## src/rtl/code_dec_pkg.sv

```systemverilog
// rtl/code_dec_pkg.sv - shared constants and entry type for the code decoder buffer
//
// Purpose: code width, default highest legal code, error counter width,
//          the default buffer-entry struct and the parity helper.
// Ports:   none (package).

package code_dec_pkg;

    localparam int CODE_W       = 5;
    localparam int MAX_CODE_DEF = 19;
    localparam int ERR_CNT_W    = 8;
    localparam int ONEHOT_W_DEF = MAX_CODE_DEF + 1;

    typedef struct packed {
        logic [ONEHOT_W_DEF-1:0] onehot;
        logic                    err;
    } dec_entry_t;

    // Even parity bit: the value that makes the total count of ones even.
    function automatic logic parity_even(input logic [CODE_W-1:0] code);
        return ^code;
    endfunction

endpackage

```

## src/rtl/dec_entry_fifo.sv

```systemverilog
// rtl/dec_entry_fifo.sv - DEPTH-entry FIFO storing decoded entries
//
// Purpose: ordered storage with read/write pointers and an occupancy count.
//          A push while full and a pop while empty are ignored.
// Ports:
//   clk        rising-edge clock
//   reset      asynchronous active-low reset
//   push       write push_data when not full
//   push_data  entry to store
//   pop        drop the head entry when not empty
//   head_data  entry at the read pointer (unqualified; check empty)
//   empty      occupancy == 0
//   full       occupancy == DEPTH

module dec_entry_fifo
    import code_dec_pkg::*;
#(
    parameter int  DEPTH   = 2,
    parameter type entry_t = dec_entry_t
) (
    input  logic   clk,
    input  logic   reset,
    input  logic   push,
    input  entry_t push_data,
    input  logic   pop,
    output entry_t head_data,
    output logic   empty,
    output logic   full
);

    localparam int PTR_W = $clog2(DEPTH);
    localparam int CNT_W = PTR_W + 1;
    localparam logic [CNT_W-1:0] DEPTH_C = CNT_W'(DEPTH);

    entry_t             mem_q [DEPTH];
    entry_t             mem_d [DEPTH];
    logic [PTR_W-1:0]   wr_ptr_q, wr_ptr_d;
    logic [PTR_W-1:0]   rd_ptr_q, rd_ptr_d;
    logic [CNT_W-1:0]   cnt_q, cnt_d;
    logic               do_push;
    logic               do_pop;

    assign empty     = (cnt_q == '0);
    assign full      = (cnt_q == DEPTH_C);
    assign head_data = mem_q[rd_ptr_q];

    always_comb begin
        mem_d    = mem_q;
        wr_ptr_d = wr_ptr_q;
        rd_ptr_d = rd_ptr_q;
        cnt_d    = cnt_q;
        do_push  = push && !full;
        do_pop   = pop && !empty;

        // DEPTH is a power of two, so pointers wrap by plain overflow.
        if (do_push) begin
            mem_d[wr_ptr_q] = push_data;
            wr_ptr_d        = wr_ptr_q + PTR_W'(1);
        end
        if (do_pop) begin
            rd_ptr_d = rd_ptr_q + PTR_W'(1);
        end

        case ({do_push, do_pop})
            2'b10:   cnt_d = cnt_q + CNT_W'(1);
            2'b01:   cnt_d = cnt_q - CNT_W'(1);
            default: cnt_d = cnt_q;
        endcase
    end

    always_ff @(posedge clk or negedge reset) begin
        if (!reset) begin
            for (int i = 0; i < DEPTH; i++) begin
                mem_q[i] <= '0;
            end
            wr_ptr_q <= '0;
            rd_ptr_q <= '0;
            cnt_q    <= '0;
        end else begin
            mem_q    <= mem_d;
            wr_ptr_q <= wr_ptr_d;
            rd_ptr_q <= rd_ptr_d;
            cnt_q    <= cnt_d;
        end
    end

endmodule

```

## src/rtl/code_decoder_buf.sv

```systemverilog
// rtl/code_decoder_buf.sv - binary-to-one-hot decoder with buffered output
//
// Purpose: decodes in_code to a one-hot word, flags illegal codes, buffers
//          the result in a small FIFO and counts accepted illegal codes.
// Option:  CODE_DECODER_BUF_PARITY_EN adds in_par (even parity over in_code);
//          a parity mismatch makes the code illegal.
// Ports:
//   clk         rising-edge clock
//   reset       asynchronous active-low reset
//   in_valid    in_code presented
//   in_ready    buffer has room (registered state only)
//   in_code     binary code
//   in_par      even-parity bit (option only)
//   out_valid   head entry valid
//   out_ready   consumer takes head entry
//   out_onehot  decoded word at head, 0 when empty
//   out_err     head entry came from an illegal code, 0 when empty
//   err_cnt     saturating count of accepted illegal codes

module code_decoder_buf
    import code_dec_pkg::*;
#(
    parameter int DEPTH    = 2,
    parameter int MAX_CODE = MAX_CODE_DEF
) (
    input  logic                 clk,
    input  logic                 reset,
    input  logic                 in_valid,
    output logic                 in_ready,
    input  logic [CODE_W-1:0]    in_code,
`ifdef CODE_DECODER_BUF_PARITY_EN
    input  logic                 in_par,
`endif
    output logic                 out_valid,
    input  logic                 out_ready,
    output logic [MAX_CODE:0]    out_onehot,
    output logic                 out_err,
    output logic [ERR_CNT_W-1:0] err_cnt
);

    typedef struct packed {
        logic [MAX_CODE:0] onehot;
        logic              err;
    } entry_t;

    localparam logic [CODE_W-1:0] MAX_CODE_C = CODE_W'(MAX_CODE);

    logic                 live_q, live_d;
    logic [ERR_CNT_W-1:0] err_cnt_q, err_cnt_d;
    logic                 code_legal;
    logic                 par_ok;
    logic                 push;
    logic                 fifo_empty;
    logic                 fifo_full;
    entry_t               new_entry;
    entry_t               head_entry;

`ifdef CODE_DECODER_BUF_PARITY_EN
    assign par_ok = (in_par == parity_even(in_code));
`else
    assign par_ok = 1'b1;
`endif

    assign code_legal = (in_code <= MAX_CODE_C) && par_ok;

    // live_q holds in_ready low through reset and lets it rise on the
    // first edge after release.
    assign in_ready = live_q && !fifo_full;
    assign push     = in_valid && in_ready;

    always_comb begin
        new_entry.onehot = '0;
        new_entry.err    = !code_legal;
        for (int i = 0; i <= MAX_CODE; i++) begin
            if (code_legal && (in_code == CODE_W'(i))) begin
                new_entry.onehot[i] = 1'b1;
            end
        end
    end

    always_comb begin
        live_d    = 1'b1;
        err_cnt_d = err_cnt_q;
        if (push && new_entry.err && (err_cnt_q != '1)) begin
            err_cnt_d = err_cnt_q + ERR_CNT_W'(1);
        end
    end

    always_ff @(posedge clk or negedge reset) begin
        if (!reset) begin
            live_q    <= 1'b0;
            err_cnt_q <= '0;
        end else begin
            live_q    <= live_d;
            err_cnt_q <= err_cnt_d;
        end
    end

    dec_entry_fifo #(
        .DEPTH   (DEPTH),
        .entry_t (entry_t)
    ) u_fifo (
        .clk       (clk),
        .reset     (reset),
        .push      (push),
        .push_data (new_entry),
        .pop       (out_ready),
        .head_data (head_entry),
        .empty     (fifo_empty),
        .full      (fifo_full)
    );

    assign out_valid  = !fifo_empty;
    assign out_onehot = out_valid ? head_entry.onehot : '0;
    assign out_err    = out_valid ? head_entry.err    : 1'b0;
    assign err_cnt    = err_cnt_q;

endmodule

```

## config.mk

```make
export PLATFORM = sky130hd
export DESIGN_NAME = code_decoder_buf
export DESIGN_NICKNAME = d
export VERILOG_FILES = /design/src/rtl/code_dec_pkg.sv /design/src/rtl/dec_entry_fifo.sv /design/src/rtl/code_decoder_buf.sv
export SDC_FILE = /design/constraint.sdc
export NUM_CORES = 1
export LEC_CHECK = 0
export ABC_CLOCK_PERIOD_IN_PS = 2100
export BUFFER_PORTS_ARGS = -buffer_cell sky130_fd_sc_hd__buf_2
export CAP_MARGIN = 10
export CORE_MARGIN = 10
export CORE_UTILIZATION = 36
export CTS_BUF_LIST = sky130_fd_sc_hd__clkbuf_8
export DETAILED_ROUTE_END_ITERATION = 8
export GPL_ROUTABILITY_DRIVEN = 1
export PLACE_DENSITY_LB_ADDON = 0.3
export SYNTH_ARGS = -nofsm -noshare
export SYNTH_HDL_FRONTEND = slang
export SYNTH_SLANG_ARGS = --single-unit
```

## constraint.sdc

```tcl
create_clock -name clk -period 2.1 [get_ports clk]
set_input_delay 0 -clock clk [delete_from_list [all_inputs] [get_ports clk]]
set_output_delay 0 -clock clk [all_outputs]
set_load 0.02 [all_outputs]
```

==> results.py, run 1 <==
metrics = {
    "status": {
        "status": "finished, final reports clean",
    },
    "setup_path": {
        "slowest_delay_ps": 530,
        "arrival_ps": 2030,
        "cp_max_fo": 7,
        "cp.required_ps": 2290,
        "setup.worst_path.start_class": "flip-flop",
        "critPathKind": "reg -> reg",
        "critPathCaptureType": "flip-flop",
        "crit_slowest_cell": "or3b_1",
        "crit_chain": "or2b_1 -> or3b_1 -> nor2_1 -> mux2_1",
    },
    "routing": {
        "routed_via_density": 4.98,
        "drt_pass1_iterations": 5,
        "drcViolationCount": 0,
        "vias": 1964,
        "drt-initial-drc-count": 104,
        "wl_per_cell_um": 15.0,
        "ant_nets": 0,
        "routed_wl_um": 5900,
    },
    "pwr": {
        "total_power_mw": 3.22,
        "leakage_nw": 1.51,
        "p_per_area_mw_per_mm2": 1040,
        "ir_drop_v": 0.000394,
    },
    "logic_synthesis": {
        "syn-num-nets": 273,
        "synth.avg_cell_area_um2": 10.1,
        "synth_seq_cells": 55,
        "yosysWarnings": 0,
        "synth_cell_types": 34,
        "synth-seq-area-share": 0.519,
        "syn_area_mm2": 0.00265,
        "synth_cells": 262,
    },
    "finish": {
        "fillers": 746,
        "syn2layout_area_growth_pct": 16.2,
        "final_area_mm2": 0.00308,
        "stdcell_count": 394,
        "finalNetCount": 305,
        "seq_area_mm2": 0.00138,
        "drive_gt1_frac": 0.217,
        "diodes": 0,
        "multi_input_area_mm2": 0.00117,
    },
    "clock_network": {
        "postCtsResizedCells": 0,
        "htree_levels": 2,
        "cts_root_buffer": "clkbuf_8",
        "numCtsBuffers": 5,
        "cts.sink_count": 55,
        "cts_tree": "built",
        "clkLatencyLatePin_ps": 310,
        "post-cts-setup-buffers": 0,
        "cts_buffer_depth": 2,
        "path_clk_slew_ps": 100,
    },
    "timing": {
        "fmax_mhz": 543,
        "fin_crit_sh": 0.877,
        "hold_viol_final": 0,
        "setup_tns_ps": 0,
        "worst_hold_slack_ps": 24.2,
        "skew_ps": 13.1,
        "fin_crit_ps": 1840,
        "maxSlewHeadroom": 0.567,
        "slew_violations": 0,
        "setup_viol": 0,
        "rsz0062_at_grt": "no",
        "worst_slew_pin_slew_ps": 649,
    },
    "floorplanning": {
        "coreArea_mm2": 0.00721,
        "die_h_um": 106,
        "placementRows": 31,
        "die_w_um": 106,
        "dieArea_mm2": 0.0112,
        "io_pins": 40,
        "initial_utilization": 0.368,
    },
    "global_route": {
        "antenna_found_initial": 0,
        "grt_pass1_wl_um": 10100,
        "grtUsageTotal": 0.108,
        "grt_start_max_net_pins": 42,
        "first_global_vias": 1998,
        "grt-ovfl-total": 0,
    },
    "placed_design": {
        "placed_area_mm2": 0.00295,
        "dpl.hpwl_um": 4240,
        "routabilityCongestion": 0.764,
        "io_buffers": 39,
        "place_inst": 385,
    },
    "min_path": {
        "hold_path.class": "in -> reg",
    },
    "job": {
        "drv_cap": 0,
    },
}
==> power by group <==
group	internal, mW	leakage (nW)	switching (mW)	total (mW)
registers	1.24	0.745	0.132	1.38
logic	0.415	0.703	0.696	1.11
clock network	0.386	0.0612	0.343	0.730
==> repair_timing <==
item / in CTS / in global routing
hold buffers: 1 / 0
setup endpoints to repair: 0 / 0
hold endpoints to repair: 26 / 0
==> critical path, delay by kind of cell, from the launching register on <==
kind,cells,cell delay (ps)
AND/OR/NAND/NOR,3,980
flip-flops,1,410
multiplexers,1,340
==> layer usage <==
| metal | up-vias | part of all wire | global-route usage |
|---|---|---|---|
| met5 | - | 0 | 0 |
| met4 | 0 | 0.0083 | 0.0319 |
| met3 | 2 | 0.052 | 0.0305 |
| met2 | 44 | 0.48 | 0.176 |
| met1 | 951 | 0.46 | 0.136 |
| li1 | 967 | - | - |
==> per-stage QoR <==
| stage | worst slack [ps] | util |
|---|---|---|
| detailed placement | 264 | 0.409 |
| floorplan | 382 | - |
| global route | 191 | 0.427 |
| finish | 258 | 0.427 |
| CTS | 250 | 0.427 |
| global placement | 316 | 0.409 |
==> placed cells by master (no fill, tap or decap) <==
cell type	synthesis	layout
xnor2_1	2	2
nor4_4	2	2
nor3b_2	1	1
inv_1	1	1
and2_1	1	1
o21ai_1	10	10
nand4b_1	1	1
dfrtp_1	55	55
nand3_1	5	5
o41ai_2	2	2
buf_12	0	1
nand4_1	4	4
or2b_1	1	1
o41ai_1	4	4
or3b_2	1	1
or3_1	2	2
nor2_1	29	29
bufinv_16	0	1
xor2_1	9	9
nand2_1	46	46
mux2i_1	21	21
nand3b_1	1	1
o31ai_1	24	24
buf_4	1	8
nand2b_1	3	3
ha_1	2	2
nor2b_1	1	1
clkbuf_8	0	6
dlygate4sd3_1	0	1
o21ai_2	1	1
or3b_1	3	3
nor3_1	2	2
clkinv_2	0	1
mux2_2	1	1
buf_2	3	39
mux2_1	2	2
conb_1	1	1
==> synthesized netlist by cell type (all sizes together) <==
cell type	count	share of area
mux2i	21	0.079
nor3	2	0.0038
or3	2	0.0047
inv	1	0.0014
nor4	2	0.016
or2b	1	0.0028
o41ai	6	0.025
nor2	29	0.041
xnor2	2	0.0066
o31ai	24	0.068
nand2	46	0.065
conb	1	0.0014
o21ai	11	0.022
clkbuf	16	0.023
or3b	4	0.013
dfrtp	55	0.52
nor2b	1	0.0024
nor3b	1	0.0047
buf	8	0.014
nand4	4	0.0094
ha	2	0.0094
nand4b	1	0.0033
nand2b	3	0.0071
nand3b	1	0.0028
xor2	9	0.030
and2	1	0.0024
mux2	3	0.013
nand3	5	0.0094
==> cell families after synthesis <==
family | synth area share
AOI/OAI and AO/OA | 0.116
xor gates and xnor gates | 0.0363
adders and majority gates | 0.00943
buffers and inverters | 0.0382
DFF | 0.519
muxes | 0.0920
other | 0.00141
and+or+nand+nor | 0.188
==> state kept, by name (all words and copies together), names as in the netlist <==
| register | cells |
|---|---|
| u_fifo.mem_q | 42 |
| u_fifo.cnt_q | 2 |
| u_fifo.wr_ptr_q | 1 |
| u_fifo.rd_ptr_q | 1 |
| err_cnt | 8 |
| live_q | 1 |
==> worst paths after layout <==
kind | start | endpoint | slack, ps | cells past startpoint
worst min register to register | u_fifo.mem_q[28]$_DFFE_PN0P_ | u_fifo.mem_q[28]$_DFFE_PN0P_ | 480 | 2
worst max register to register | u_fifo.cnt_q[1]$_DFFE_PN0P_ | err_cnt[1]$_DFFE_PN0P_ | 260 | 4
min in group asynchronous | reset | u_fifo.mem_q[17]$_DFFE_PN0P_ | 240 | 2
worst min-delay path | in_code[1] | u_fifo.mem_q[41]$_DFFE_PN0P_ | 20 | 3
max in group asynchronous | reset | u_fifo.mem_q[0]$_DFFE_PN0P_ | 1200 | 3
worst max-delay path | u_fifo.cnt_q[1]$_DFFE_PN0P_ | err_cnt[1]$_DFFE_PN0P_ | 260 | 4
==> cell type report <==
cell class,count,share of cell area
Multi-Input combinational cell,182,0.381
Timing Repair Buffer,49,0.0926
Tap cell,99,0.0402
Sequential cell,55,0.447
Inverter,1,0.00122
Clock inverter,2,0.0114
Clock buffer,6,0.0268
Power figures use the tool's default switching activity.
==> inputs of run 2 (changes only) <==
--- a/config.mk
+++ b/config.mk
@@ -5,11 +5,12 @@
 export SDC_FILE = /design/constraint.sdc
 export NUM_CORES = 1
 export LEC_CHECK = 0
+export ABC_AREA = 1
 export ABC_CLOCK_PERIOD_IN_PS = 2100
 export BUFFER_PORTS_ARGS = -buffer_cell sky130_fd_sc_hd__buf_2
 export CAP_MARGIN = 10
 export CORE_MARGIN = 10
-export CORE_UTILIZATION = 36
+export CORE_UTILIZATION = 40
 export CTS_BUF_LIST = sky130_fd_sc_hd__clkbuf_8
 export DETAILED_ROUTE_END_ITERATION = 8
 export GPL_ROUTABILITY_DRIVEN = 1
==> results.py, run 2 <==
metrics = {
    "logic_synthesis": {
        "synth_top_area_frac": 0.495,
        "synth-main-ff-cell": "dfrtp_1",
        "synth_cell_types": 24,
        "yosysWarnings": 0,
        "synth_cells": 367,
        "synth_edf_count": 0,
        "yosysMostFrequentCell": "nand2_1",
        "synth_area_leaders": "dfrtp_1, nand2_1, o21ai_0",
        "syn-num-nets": 378,
        "synth_seq_cells": 55,
        "synth-seq-area-share": 0.495,
        "synth_top_area_cell": "dfrtp_1",
        "ys_async_sr_fraction": 1.00,
        "synth.avg_cell_area_um2": 7.58,
        "syn_area_mm2": 0.00278,
        "synthTopCellsByCount": "nand2_1, o21ai_0, dfrtp_1, inv_1, nor2_1",
    },
    "timing": {
        "slew_violations": 0,
        "setup_tns_ps": 0,
        "fmax_mhz": 562,
        "setup_viol": 0,
        "hold_viol_final": 0,
        "fin_crit_ps": 1780,
        "skew_ps": 7.21,
        "fin_crit_sh": 0.847,
        "maxSlewHeadroom": 0.624,
        "worst_slew_pin_slew_ps": 564,
        "rsz0062_at_grt": "no",
    },
    "routing": {
        "routed_wl_um": 6330,
        "drt-initial-drc-count": 136,
        "wl_per_cell_um": 12.6,
        "vias": 2384,
        "drt_pass1_iterations": 4,
        "routed_via_density": 4.76,
        "drcViolationCount": 0,
        "ant_nets": 0,
    },
    "finish": {
        "drive_gt1_frac": 0.151,
        "largest-register": "u_fifo.mem_q",
        "layout.cells.most_common": "nand2_1",
        "layout_common_cells": "nand2_1, o21ai_0, dfrtp_1",
        "fin_util": 0.466,
        "diodes": 0,
        "syn2layout_area_growth_pct": 13.7,
        "finalNetCount": 417,
        "fillers": 675,
        "largest_reg_flops": 42,
        "final_area_mm2": 0.00316,
    },
    "clock_network": {
        "path_clk_slew_ps": 90,
        "cts_root_buffer": "clkbuf_8",
        "htree_levels": 2,
        "cts_buffer_depth": 2,
        "cts_tree": "built",
        "cts.sink_count": 55,
        "numCtsBuffers": 5,
        "clkLatencyLatePin_ps": 300,
    },
    "floorplanning": {
        "initial_utilization": 0.410,
        "io_pins": 40,
        "dieArea_mm2": 0.0107,
        "die_w_um": 103,
        "placementRows": 30,
        "coreArea_mm2": 0.00679,
        "die_h_um": 103,
    },
    "status": {
        "status": "finished, final reports clean",
    },
    "setup_path": {
        "cp_max_fo": 22,
        "crit_slowest_cell": "dfrtp_1",
        "arrival_ps": 1780,
        "crit_chain": "nor2_1 -> inv_1 -> o21ai_0 -> a21oi_1 -> buf_2",
        "cp.required_ps": 2100,
        "critPathKind": "reg -> out",
        "setup.worst_path.start_class": "flip-flop",
        "slowest_delay_ps": 420,
        "critPathCaptureType": "output port",
    },
    "pwr": {
        "leakage_nw": 1.63,
        "p_per_area_mw_per_mm2": 1150,
        "ir_drop_v": 0.000647,
        "total_power_mw": 3.63,
    },
    "global_route": {
        "grt_start_max_net_pins": 32,
        "grt_pass1_wl_um": 10900,
        "grtUsageTotal": 0.126,
        "first_global_vias": 2341,
        "antenna_found_initial": 0,
        "grt-ovfl-total": 0,
    },
    "placed_design": {
        "dpl.hpwl_um": 4690,
        "routabilityCongestion": 0.800,
        "placed_area_mm2": 0.00308,
        "io_buffers": 39,
    },
    "job": {
        "drv_cap": 0,
    },
    "min_path": {
        "hold_path.class": "in -> async",
    },
}
-- run 2: cell types whose count changed after synthesis, moves of 6 or more --
cell,previous run,this run
o21ai_0,0,66
nand2_1,46,107
inv_1,1,38
o31ai_1,24,0
a21oi_1,0,23
mux2i_1,21,0
o21ai_1,10,0
clkbuf_1,16,9
nand3_1,5,11
xor2_1,9,3
-- run 2: final timing paths --
path	from	endpoint	slack (ps)	cells past startpoint
setup / recovery	u_fifo.cnt_q[0]$_DFFE_PN0P_	out_onehot[3]	320	5
hold / removal	reset	err_cnt[1]$_DFFE_PN0P_	40	2
setup reg to reg	u_fifo.cnt_q[0]$_DFFE_PN0P_	u_fifo.cnt_q[1]$_DFFE_PN0P_	500	7
hold reg to reg	u_fifo.mem_q[24]$_DFFE_PN0P_	u_fifo.mem_q[24]$_DFFE_PN0P_	500	2
max in group asynchronous	reset	u_fifo.mem_q[10]$_DFFE_PN0P_	1450	3
min in group clk	in_code[0]	u_fifo.mem_q[38]$_DFFE_PN0P_	50	4
-- run 2: timing repair --
item	CTS	global route
hold buffers	1	0
resized for setup	0	0
setup buffers	0	0
endpoints found under the hold margin	55	0
-- run 2: worst max-delay path, delay by kind of cell (launching register included) --
family	cells	cell delay (ps)
buffers and inverters	2	620
and+or+nand+nor	1	80
DFF	1	420
AOI/OAI and AO/OA	2	360
-- run 2: kinds of logic after synthesis --
| group | synth area share |
|---|---|
| and+or+nand+nor | 0.235 |
| DFF | 0.495 |
| adders and majority gates | 0.00899 |
| other | 0.00135 |
| xor gates and xnor gates | 0.0157 |
| AOI/OAI and AO/OA | 0.160 |
| buffers and inverters | 0.0841 |
-- run 2: per-stage QoR --
step / instances / setup WS (ps) / hold WS (ps)
2_1_floorplan: 367 / 519 / -296
5_1_grt: 501 / 58.2 / 52.9
4_1_cts: 501 / 274 / 36.8
6_report: 501 / 320 / 38.5
3_5_place_dp: 494 / 518 / -176
3_3_place_gp: 494 / 609 / -182
-- run 2: layout make-up --
cell class	count	area (um2)	area share
inverters	40	150	0.0474
clock inverters	1	3.75	0.00119
multi-input cells	255	1170	0.371
repair buffers	49	273	0.0862
clock buffers	5	68.8	0.0217
well taps	96	120	0.0380
flip-flops and latches	55	1380	0.435
-- run 2: routing by layer --
layer	wire, um	vias up	GRT usage
met5	0	-	0
met4	58	0	0.0342
met3	351	5	0.0412
met2	2840	41	0.196
met1	3080	1104	0.164
li1	-	1234	-
-- run 2: power by group --
group          switching, mW  internal (mW)
Sequential             0.125           1.25
Clock                  0.307          0.218
Combinational           1.19          0.541
==> inputs of run 3 (changes only) <==
--- a/config.mk
+++ b/config.mk
@@ -6,7 +6,7 @@
 export NUM_CORES = 1
 export LEC_CHECK = 0
 export ABC_AREA = 1
-export ABC_CLOCK_PERIOD_IN_PS = 2100
+export ABC_CLOCK_PERIOD_IN_PS = 1600
 export BUFFER_PORTS_ARGS = -buffer_cell sky130_fd_sc_hd__buf_2
 export CAP_MARGIN = 10
 export CORE_MARGIN = 10
==> constraint.sdc (replaced) <==
create_clock -name clk -period 1.6 [get_ports clk]
set_input_delay 0 -clock clk [delete_from_list [all_inputs] [get_ports clk]]
set_output_delay 0 -clock clk [all_outputs]
set_load 0.02 [all_outputs]
==> results.py, run 3 (synthesis gave the netlist of run 2 again) <==
metrics = {
    "routing": {
        "drt_pass1_iterations": 4,
        "ant_nets": 0,
        "routed_via_density": 4.80,
        "routed_wl_um": 6810,
        "vias": 2431,
        "drt-initial-drc-count": 170,
        "drcViolationCount": 0,
        "wl_per_cell_um": 13.5,
    },
    "timing": {
        "slew_violations": 0,
        "fin_crit_ps": 1500,
        "fin_crit_sh": 0.937,
        "skew_ps": 3.42,
        "rsz0062_at_grt": "yes",
        "fmax_mhz": 667,
        "worst_hold_slack_ps": 30.8,
        "hold_viol_final": 0,
        "setup_viol": 0,
    },
    "global_route": {
        "grt_start_max_net_pins": 44,
        "grtUsageTotal": 0.129,
        "antenna_found_initial": 0,
        "grt_pass1_wl_um": 11100,
        "first_global_vias": 2346,
        "grt-ovfl-total": 0,
    },
    "floorplanning": {
        "coreArea_mm2": 0.00679,
        "initial_utilization": 0.410,
        "dieArea_mm2": 0.0107,
        "io_pins": 40,
        "placementRows": 30,
        "die_w_um": 103,
        "die_h_um": 103,
    },
    "finish": {
        "layout.cells.most_common": "nand2_1",
        "largest-register": "u_fifo.mem_q",
        "largest_reg_flops": 42,
        "multi_input_area_mm2": 0.00118,
        "seq_area_mm2": 0.00138,
        "drive_gt1_frac": 0.176,
        "syn2layout_area_growth_pct": 19.6,
        "finalNetCount": 422,
        "diodes": 0,
        "layout_common_cells": "nand2_1, o21ai_0, dfrtp_1",
        "fillers": 688,
    },
    "clock_network": {
        "numCtsBuffers": 5,
        "cts_root_buffer": "clkbuf_8",
        "cts_tree": "built",
        "cts_buffer_depth": 2,
        "clkLatencyLatePin_ps": 310,
        "path_clk_slew_ps": 90,
        "cts.sink_count": 55,
        "htree_levels": 2,
    },
    "placed_design": {
        "io_buffers": 39,
        "dpl.hpwl_um": 4600,
        "routabilityCongestion": 0.800,
    },
    "pwr": {
        "ir_drop_v": 0.000833,
        "p_per_area_mw_per_mm2": 1580,
        "total_power_mw": 5.27,
        "leakage_nw": 1.69,
    },
    "status": {
        "status": "finished, final reports clean",
    },
    "min_path": {
        "hold_path.class": "in -> reg",
    },
    "setup_path": {
        "critPathKind": "reg -> reg",
        "cp.required_ps": 1800,
        "setup.worst_path.start_class": "flip-flop",
        "cp_max_fo": 5,
        "arrival_ps": 1700,
        "critPathCaptureType": "flip-flop",
    },
    "job": {
        "drv_cap": 0,
    },
}
==> run 3: cell count changes in the layout (fill, tap and decap cells not counted), moves of 2 or more <==
cell / previous run / this run
buf_2: 39 / 30
buf_4: 9 / 16
buf_12: 0 / 4
dfrtp_1: 55 / 52
dfrtp_2: 0 / 3
o21ai_0: 66 / 63
o21ai_1: 0 / 3
clkbuf_16: 0 / 2
==> run 3: cell type report <==
type                       count  area share
sequential                    55       0.415
multi-input combinational    255       0.355
timing repair buffer          54       0.127
inverter                      40      0.0458
tap                           96      0.0361
clock buffer                   5      0.0207
clock inverter                 1     0.00113
==> run 3: worst max-delay path, stage by stage (launching register included) <==
cell and delay (ps):
dfrtp_2 450, nor2_2 180, nor2_1 90, ha_1 320, a21oi_1 130, o21ai_1 90, xnor2_1 120
==> run 3: worst paths after layout <==
path | cells after the start | start | endpoint | slack (ps)
setup reg to reg | 6 | u_fifo.cnt_q[0]$_DFFE_PN0P_ | u_fifo.cnt_q[1]$_DFFE_PN0P_ | 100
min in group asynchronous | 2 | reset | err_cnt[1]$_DFFE_PN0P_ | 150
hold reg to reg | 2 | u_fifo.mem_q[21]$_DFFE_PN0P_ | u_fifo.mem_q[21]$_DFFE_PN0P_ | 500
setup / recovery | 6 | u_fifo.cnt_q[0]$_DFFE_PN0P_ | u_fifo.cnt_q[1]$_DFFE_PN0P_ | 100
max in group asynchronous | 3 | reset | u_fifo.mem_q[31]$_DFFE_PN0P_ | 880
hold / removal | 4 | in_code[0] | u_fifo.mem_q[38]$_DFFE_PN0P_ | 30
==> run 3: power breakdown <==
group          switching [mW]  leakage [nW]  total [mW]  internal, mW
Sequential              0.218         0.742        1.87          1.65
Clock                   0.428        0.0413       0.715         0.287
Combinational            1.64         0.907        2.68          1.04
Total                    2.29          1.69        5.27          2.98
==> run 3: per-layer routing <==
metal	part of all wire	vias to the layer above	track usage
li1	-	1250	-
met1	0.48	1124	0.166
met2	0.44	51	0.199
met3	0.069	6	0.0425
met4	0.011	0	0.0428
met5	0	-	0
==> run 3: stage by stage <==
stage	area, um2	std cells	util	TNS, ps	worst slack (ps)
3_5_place_dp	3130	495	0.460	0	129
5_1_grt	3330	506	0.490	-17.9	-15.7
3_3_place_gp	3130	495	0.460	0	165
2_1_floorplan	2780	367	-	0	19.2
4_1_cts	3210	502	0.473	0	20.3
6_report	3330	506	0.490	0	101
==> run 3: timing repair <==
action	in CTS	in global routing
endpoints found under the hold margin	39	0
setup endpoints to repair	2	29
gates resized for setup	1	22
pin swaps	0	1
buffers inserted	0	1
gates cloned	0	3
hold buffers	1	0
